$ cat config.mk
export PLATFORM = sky130hd
export DESIGN_NAME = pattern_sequencer
export DESIGN_NICKNAME = d
export VERILOG_FILES = /design/src/rtl/seq_pkg.sv /design/src/rtl/seq_step_ram.sv /design/src/rtl/pattern_sequencer.sv
export SDC_FILE = /design/constraint.sdc
export NUM_CORES = 1
export LEC_CHECK = 0
export CAP_MARGIN = 10
export CORE_MARGIN = 10
export CORE_UTILIZATION = 40
export DETAILED_ROUTE_END_ITERATION = 8
export HOLD_SLACK_MARGIN = 0.1
export PLACE_DENSITY_LB_ADDON = 0.05
export SYNTH_ARGS = -nofsm -noshare
export SYNTH_HDL_FRONTEND = slang
export SYNTH_SLANG_ARGS = --single-unit
$ cat constraint.sdc
create_clock -name clk -period 6.26 [get_ports clk]
set_input_delay 0.626 -clock clk [delete_from_list [all_inputs] [get_ports clk]]
set_output_delay 0.626 -clock clk [all_outputs]
set_load 0.05 [all_outputs]
$ cat src/rtl/seq_pkg.sv
// Shared constants and elaboration-time helpers for the pattern sequencer.
package seq_pkg;

  localparam int SEQ_DATA_WIDTH = 2;
  localparam int SEQ_NUM_STEPS  = 8;

  // Ceiling log2 for sizing; seq_clog2(1) is 0.
  function automatic int seq_clog2(input int value);
    int result;
    int rem;
    result = 0;
    rem    = value - 1;
    while (rem > 0) begin
      result = result + 1;
      rem    = rem >> 1;
    end
    return result;
  endfunction

endpackage

$ cat src/rtl/seq_step_ram.sv
// Step storage: one write port, one registered read port, no reset (block-RAM friendly).
module seq_step_ram #(
  parameter int DATA_WIDTH = 2,
  parameter int DEPTH      = 8,
  parameter int ADDR_WIDTH = 3
) (
  input  logic                  clk,
  input  logic                  we_i,
  input  logic [ADDR_WIDTH-1:0] waddr_i,
  input  logic [DATA_WIDTH-1:0] wdata_i,
  input  logic [ADDR_WIDTH-1:0] raddr_i,
  output logic [DATA_WIDTH-1:0] rdata_o
);

  logic [DATA_WIDTH-1:0] mem_q [DEPTH];
  logic [DATA_WIDTH-1:0] rdata_q;

  // Write-first on an address collision so a freshly recorded step is visible next cycle.
  always_ff @(posedge clk) begin
    if (we_i) begin
      mem_q[waddr_i] <= wdata_i;
    end
    rdata_q <= (we_i && (waddr_i == raddr_i)) ? wdata_i : mem_q[raddr_i];
  end

  assign rdata_o = rdata_q;

endmodule

$ cat src/rtl/pattern_sequencer.sv
// Records pattern steps on rising edges of set and plays them back one step per timer tick.
module pattern_sequencer
  import seq_pkg::*;
#(
  parameter int DATA_WIDTH  = SEQ_DATA_WIDTH,
  parameter int NUM_STEPS   = SEQ_NUM_STEPS,
  parameter int STEP_COUNTS = 6000000 - 1,
  localparam int ADDR_WIDTH = seq_clog2(NUM_STEPS),
  localparam int LEN_WIDTH  = seq_clog2(NUM_STEPS + 1)
) (
  input  logic                  clk,
  input  logic                  rst,
  input  logic                  set,
  input  logic                  clear,
  input  logic                  run_en,
  input  logic [DATA_WIDTH-1:0] pattern,
  output logic [DATA_WIDTH-1:0] led,
  output logic [ADDR_WIDTH-1:0] step_idx,
  output logic [LEN_WIDTH-1:0]  length,
  output logic                  full
);

  localparam int TIMER_WIDTH = (STEP_COUNTS > 0) ? seq_clog2(STEP_COUNTS + 1) : 1;
  localparam logic [TIMER_WIDTH-1:0] TIMER_LAST = TIMER_WIDTH'(STEP_COUNTS);
  localparam logic [LEN_WIDTH-1:0]   LEN_FULL   = LEN_WIDTH'(NUM_STEPS);

  logic [TIMER_WIDTH-1:0] timer_q, timer_d;
  logic [LEN_WIDTH-1:0]   length_q, length_d;
  logic [ADDR_WIDTH-1:0]  step_q, step_d;
  logic                   set_q;
  logic                   tick;
  logic                   rise;
  logic                   full_w;
  logic                   rec;
  logic [LEN_WIDTH-1:0]   idx_next;
  logic [DATA_WIDTH-1:0]  ram_rdata;

  assign full_w   = (length_q == LEN_FULL);
  assign rise     = set & ~set_q;
  assign tick     = run_en & (timer_q == TIMER_LAST);
  assign rec      = rise & ~full_w & ~clear & ~rst;
  assign idx_next = LEN_WIDTH'(step_q) + LEN_WIDTH'(1);

  always_comb begin
    timer_d  = timer_q;
    length_d = length_q;
    step_d   = step_q;
    if (clear) begin
      timer_d  = '0;
      length_d = '0;
      step_d   = '0;
    end else begin
      if (run_en) begin
        timer_d = tick ? '0 : timer_q + TIMER_WIDTH'(1);
      end
      if (rec) begin
        length_d = length_q + LEN_WIDTH'(1);
      end
      // Wrap decision deliberately uses the length before any same-cycle record.
      if (tick && (length_q != '0)) begin
        step_d = (idx_next >= length_q) ? '0 : ADDR_WIDTH'(idx_next);
      end
    end
  end

  always_ff @(posedge clk) begin
    if (rst) begin
      timer_q  <= '0;
      length_q <= '0;
      step_q   <= '0;
      set_q    <= 1'b0;
    end else begin
      timer_q  <= timer_d;
      length_q <= length_d;
      step_q   <= step_d;
      set_q    <= set;
    end
  end

  seq_step_ram #(
    .DATA_WIDTH (DATA_WIDTH),
    .DEPTH      (NUM_STEPS),
    .ADDR_WIDTH (ADDR_WIDTH)
  ) u_ram (
    .clk     (clk),
    .we_i    (rec),
    .waddr_i (ADDR_WIDTH'(length_q)),
    .wdata_i (pattern),
    .raddr_i (step_q),
    .rdata_o (ram_rdata)
  );

  // Memory is never reset, so stale contents are hidden while nothing is recorded.
  assign led      = (length_q == '0) ? '0 : ram_rdata;
  assign step_idx = step_q;
  assign length   = length_q;
  assign full     = full_w;

endmodule

# After elaboration in Yosys (flattened, before gate mapping)
# Memory sizes are Yosys's and may differ from the RTL's. A register that Yosys moved wholly into a read port is not among the register bits.
# Cells that the tools add are included.
# word_totals
ff_bits	31
mem_bits_rw	16
inputBits	7
output_inout_bits	10
wordCells	29
mem_count	1
# classes
addsub	3
magnitude_cmp	1
eq_ne	2
mux	5
bitwise_logic	9
reduce_logical	4
# memory_table
memory	words	width	read_ports	rd_clocked_by_memory_dff	write_ports	line_no	text
u_ram.mem_q	8	2	1	1	1	seq_step_ram.sv:15	logic [DATA_WIDTH-1:0] mem_q [DEPTH];
# op_table
cell	n
$add 23x1->23 const B	1
$eq 23x23->1 const B	1
$mux 23	1
$and 1x1->1	5
$add 3x1->4 const B	1
$add 4x1->4 const B	1
$eq 4x4->1 const B	1
$ge 4x4->1	1
$logic_not 4->1	1
$not 1->1	4
$reduce_bool 4->1	1
$mux 3	1
$mux 1	2
$mux 2	1
$reduce_or 2->1	1
$logic_and 1x1->1	1

# Depth between registers and ports, before layout
# Gate-level depths: netlist of run 1.
# depth
depth_word	7
depth_mapped	8
mapped_depth_nobuf	8

# Cells and area by module
# From an unflattened synthesis of run 1, not the netlist that was laid out.
# hier_totals
hier_cells	213
hier_area_um2	2265.9
# modules_own_cells
module	instances	cells_per_inst	area_each_um2	seq_area_each_um2
pattern_sequencer	1	175	1539.0	620.6
seq_step_ram	1	38	726.9	540.5

# Least setup slack after synthesis of run 1
# OpenSTA, ideal clock, no wires.
# synth_path
path_type	reg2out
startpoint	register length_q[0], in the netlist length[0]
endpoint	output led[0]
arrival_ps	1979
required_time_ps	5634
path_slack_ps	3655
stages_incl_launch_ff	5
n_path_buf	0
cell_sequence	dfxtp_1 inv_1 ha_1 nor3b_1 nor2_1
# synth_via
elab_chain_len	2
# synth_lines
item	line_no	text
start: declaration	pattern_sequencer.sv:28	logic [LEN_WIDTH-1:0] length_q, length_d;
start signal: assignment	pattern_sequencer.sv:74	length_q <= length_d;
$logic_not 4->1	pattern_sequencer.sv:94	assign led = (length_q == '0) ? '0 : ram_rdata;
$mux 2	pattern_sequencer.sv:94	
end: declaration	pattern_sequencer.sv:17	output logic [DATA_WIDTH-1:0] led,
# Every way passes these cells.

# Worst setup path after layout of run 1
# layout_path
startpoint	register length_q[1], in the netlist length[1]
endpoint	output led[0]
# The elaborated chain is that of the path after synthesis.

==> reports/metrics.cfg, run 1 <==
[logic_synthesis]
synth.avg_cell_area_um2=10.2
postSynthCellCount=232
ys_types=43
synth-seq-cells=50
synth_ff_type=dfxtp_1
syn-num-nets=247
synth_seq_area_share=0.492
ys_warn_count=0
synthArstFlopShare=0
synth-edff-count=16
syn_area_um2=2360

[power]
clockPowerShare=0.358
intPower_uw=423
power_frac_comb=0.031
powerDensity_nw_per_um2=205
vdd_drop_max_mv=0.0920
netSwitchingFraction=0.231
p_leak_uw=0.000858
p_seq_frac=0.611
switchingPower_uw=127

[routing]
drc=0
drt_iter0_markers=49
avgViaCountPerCell=5.52
dr.pass1.iters=4
vias=1788
wirelength_um=4900
antenna_left=0
wl_per_cell_um=15.1

[layout]
fin_area_um2=2680
antenna_cells=0
regArea_um2=1160
nFillCells=543
stdcell_count=324
layout-drive-gt1-share=0.0794
final_nets=266
multi_input_area_um2=1140
area_delta_synth_final_pct=13.8

[floorplan]
die_h_um=96.8
die_w_um=96.8
fp-row-count=27
ios=17
core_um2=5610
start_util=0.421
die-area_um2=9370

[timing]
fin_ws_ns=3.20
fin_crit_ns=3.06
setup_viol=0
maxSlewViolCount=0
finalSetupTns_ns=0
fmax_mhz=327
hold_viol=0
worst_clock_skew_ns=0.00558
finalCritPeriodShare=0.488
tightest_slew_ns=0.768
rsz0062_at_grt=no
slew_headroom=0.487

[setup_path]
start_kind=flop
path_max_fanout=8
end_kind=output port
critPathArrivalTime_ns=2.43
r2r_slack_ns=3.85
startpoint=length[1]
crit_type=reg -> out
required_ns=5.63
r2r-start=step_idx[0]

[grt]
grt_pass1_wl_um=8130
grt_pass1_vias=1633
grt_use_total=0.102
overflow=0
grt_max_degree=23
antenna_found_initial=0

[cts]
clk_pin_slew_ns=0.10
cts_made_buffers=5
hold_buffers=0
ctsResizeCount=0
post_cts_buffers=0
clock-sinks=50
htreeDepth=2
clock_path_buffers=2
clk_latency_ns=0.31
cts_tree=yes
cts-root-buf=clkbuf_8

[placed_design]
routabilityCongestion=0.754
place_ws_ns=3.52
place_inst=316
io_buffer_count=16
dp_hpwl_um=3580
postPlaceCellArea_um2=2590

[run_status]
status=completed

[hold_path]
hp-class=reg -> reg
min_from=step_idx[1]

[flow_run]
drv_cap=0

-- routing by layer --
metal / routed length [µm] / track usage / part of all wire
met3: 195 / 0.0319 / 0.040
met5: 0 / 0 / 0
met1: 2540 / 0.139 / 0.52
met4: 75 / 0.0406 / 0.015
met2: 2090 / 0.145 / 0.43
-- cells in the final DEF, fill, tap and decap left out, drive strengths merged, types with 2 or more instances in the layout --
cell           instances
nand4                 11
and4                   3
nand3                 13
clkbuf                 5
inv                    9
a21oi                 14
nor4b                  3
or3                    9
xnor2                  4
o2111ai                3
o31ai                  2
and4b                  2
mux4                   4
clkdlybuf4s50         16
ha                     8
dfxtp                 34
nand2                 15
and2                   2
nand2b                 3
nor2                  22
xor2                   9
or4                    3
nor2b                  3
o22ai                  2
nor3                   3
o21ai                 13
edfxtp                16
or2                    3
and3                   5
mux2i                  2
-- stage by stage --
step,utilization,hold slack (ns),power (µW)
after floorplan,-,0.462,353
after global placement,0.462,0.418,361
after detailed placement,0.462,0.410,361
after CTS,0.479,0.427,558
after global routing,0.479,0.440,575
final,0.479,0.429,550
-- power groups by stage --
stage	Combinational (µW)	Clock [µW]	Sequential, µW
global placement	17.6	0	344
CTS	17.6	204	336
finish	17.2	197	336
global route	19.3	219	337
detailed placement	17.5	0	344
floorplan	8.70	0	344
-- cell type report --
class	count	area share
clock inverter	3	0.00932
tap	72	0.0336
clock buffer	5	0.0256
sequential	50	0.433
multi-input combinational	169	0.425
timing repair buffer	17	0.0625
inverter	8	0.0112
-- cell usage after synthesis, types with 4 or more instances --
cell type  number  area share
a21oi_1        14       0.030
and3_1          5       0.013
dfxtp_1        34        0.29
edfxtp_1       16        0.20
ha_1            8       0.042
inv_1           8       0.013
mux4_2          4       0.038
nand2_1        15       0.024
nand3_1        13       0.028
nand4_1         9       0.024
nor2_1         22       0.035
o21ai_0        12       0.025
or3_1           9       0.024
xnor2_1         4       0.015
xor2_1          9       0.033
-- state kept, by name (all words and copies together) (netlist names), named ones only --
name	count
timer_q	23
u_ram.mem_q	16
length	4
set_q	1
step_idx	3
-- kinds of logic after synthesis --
kind of cell,count (synthesis),synth area share
fa+ha+maj,8,0.0424
compound gates,37,0.0907
simple gates,105,0.256
flops,50,0.492
mux,6,0.0467
xor+xnor,13,0.0483
buf+inv,13,0.0239
-- worst paths after layout --
| path | endpoint | depth (start not counted) |
|---|---|---|
| worst max-delay path | led[0] | 5 |
| worst min-delay path | flop | 0 |
| worst max register to register | step_idx[2] | 7 |
| worst min register to register | flop | 0 |
-- critical path: stages (launching register included) --
cell	delay (ns)
dfxtp_1	0.40
inv_1	0.15
ha_1	0.17
nor3b_1	0.57
nor2_1	0.10
clkdlybuf4s50_1	0.72
(Power assumes the default switching activity.)
==> inputs of run 2 (changes only) <==
Clock period 6.26 ns to 2.9 ns, I/O delays scaled along.
==> reports/metrics.cfg, run 2 (synthesis gave the netlist of run 1 again) <==
[run_status]
status=completed

[setup_path]
crit_family=buffers and inverters
required_ns=2.61
crit_type=reg -> out
crit_path_cell_trace=inv_1 -> ha_1 -> nor3b_2 -> nor2_1 -> clkdlybuf4s50_1
cpPeakStageDelay_ns=0.81
end_kind=output port
path_max_fanout=8
cp_slowest_cell=clkdlybuf4s50_1
start_kind=flop
critPathArrivalTime_ns=2.26
critPathBufInv=2

[cts]
ctsResizeCount=0
hold_buffers=0
cts-root-buf=clkbuf_8
clock-sinks=50
clk_latency_ns=0.30
cts_made_buffers=5
clock_path_buffers=2
htreeDepth=2
clk_pin_slew_ns=0.10
post_cts_buffers=0
cts_tree=yes

[layout]
regArea_um2=1160
largest_register_ffs=23
mostFrequentLayoutCells=dfxtp_1, nor2_1, clkdlybuf4s50_1, edfxtp_1, nand2_1
layout_commonest_cell=dfxtp_1
multi_input_area_um2=1150
top_register=timer_q
fin_area_um2=2730
layout-drive-gt1-share=0.0833
nFillCells=548
antenna_cells=0
final_nets=266
area_delta_synth_final_pct=15.9

[power]
total_power_uw=1350
vdd_drop_max_mv=0.247
powerDensity_nw_per_um2=493
p_leak_uw=0.000884

[grt]
grt_max_degree=23
grt_use_total=0.105
grt_pass1_wl_um=8440
overflow=0
antenna_found_initial=0
grt_pass1_vias=1668

[timing]
holdWs_ns=0.432
slew_headroom=0.529
tightest_slew_ns=0.704
fmax_mhz=392
rsz0062_at_grt=no
worst_clock_skew_ns=0.00614
maxSlewViolCount=0
fin_ws_ns=0.349
hold_viol=0
setup_viol=0
finalCritPeriodShare=0.880
fin_crit_ns=2.55
finalSetupTns_ns=0

[routing]
drc=0
dr.pass1.iters=4
vias=1773
drt_iter0_markers=141
wl_per_cell_um=15.3
wirelength_um=4960
avgViaCountPerCell=5.47
antenna_left=0

[placed_design]
dp_hpwl_um=3670
io_buffer_count=16
postPlaceCellArea_um2=2590
place_ws_ns=0.502
routabilityCongestion=0.777

[floorplan]
die_w_um=96.8
ios=17
start_util=0.421
fp-row-count=27
die_h_um=96.8
die-area_um2=9370
core_um2=5610

[flow_run]
drv_cap=0

[hold_path]
hp-class=reg -> reg

-- run 2: changes by cell type in the layout (fill, tap and decap cells not counted) --
cell and change:
clkinvlp_4 -1, nor3b_1 -1, bufinv_16 +2, nor3b_2 +1
inv_6 -1
-- run 2: final timing paths --
kind / from / to / slack, ns / depth (start not counted)
worst max-delay path: length[0] / led[1] / 0.35 / 5
worst min-delay path: step_idx[1] / flop / 0.43 / 0
worst max register to register: step_idx[0] / step_idx[2] / 0.56 / 7
worst min register to register: step_idx[1] / flop / 0.43 / 0
-- run 2: cell type report --
class | instances | area share
flip-flops and latches | 50 | 0.425
clock buffers | 5 | 0.0252
repair buffers | 17 | 0.0614
well taps | 72 | 0.0330
clock inverters | 3 | 0.0252
inverters | 8 | 0.0110
multi-input cells | 169 | 0.419
-- run 2: power breakdown --
| part | total (µW) | leakage (µW) | switching, µW | internal [µW] |
|---|---|---|---|---|
| sequential | 726 | 0.000418 | 2.51 | 723 |
| combinational | 37.3 | 0.000398 | 21.9 | 15.4 |
| clock | 585 | 0.0000683 | 240 | 346 |
-- run 2: stage by stage --
stage	utilization	std cells
floorplan	-	232
global placement	0.462	316
detailed placement	0.462	316
CTS	0.486	324
global route	0.487	324
finish	0.487	324
-- run 2: layer usage --
metal  up-vias  wire length (µm)  share of wire  global-route usage
met5         -                 0              0                   0
met4         0                86          0.017              0.0338
met3         9               238          0.048              0.0312
met2        30              2100           0.42               0.148
met1       828              2530           0.51               0.146
li1        906                 -              -                   -
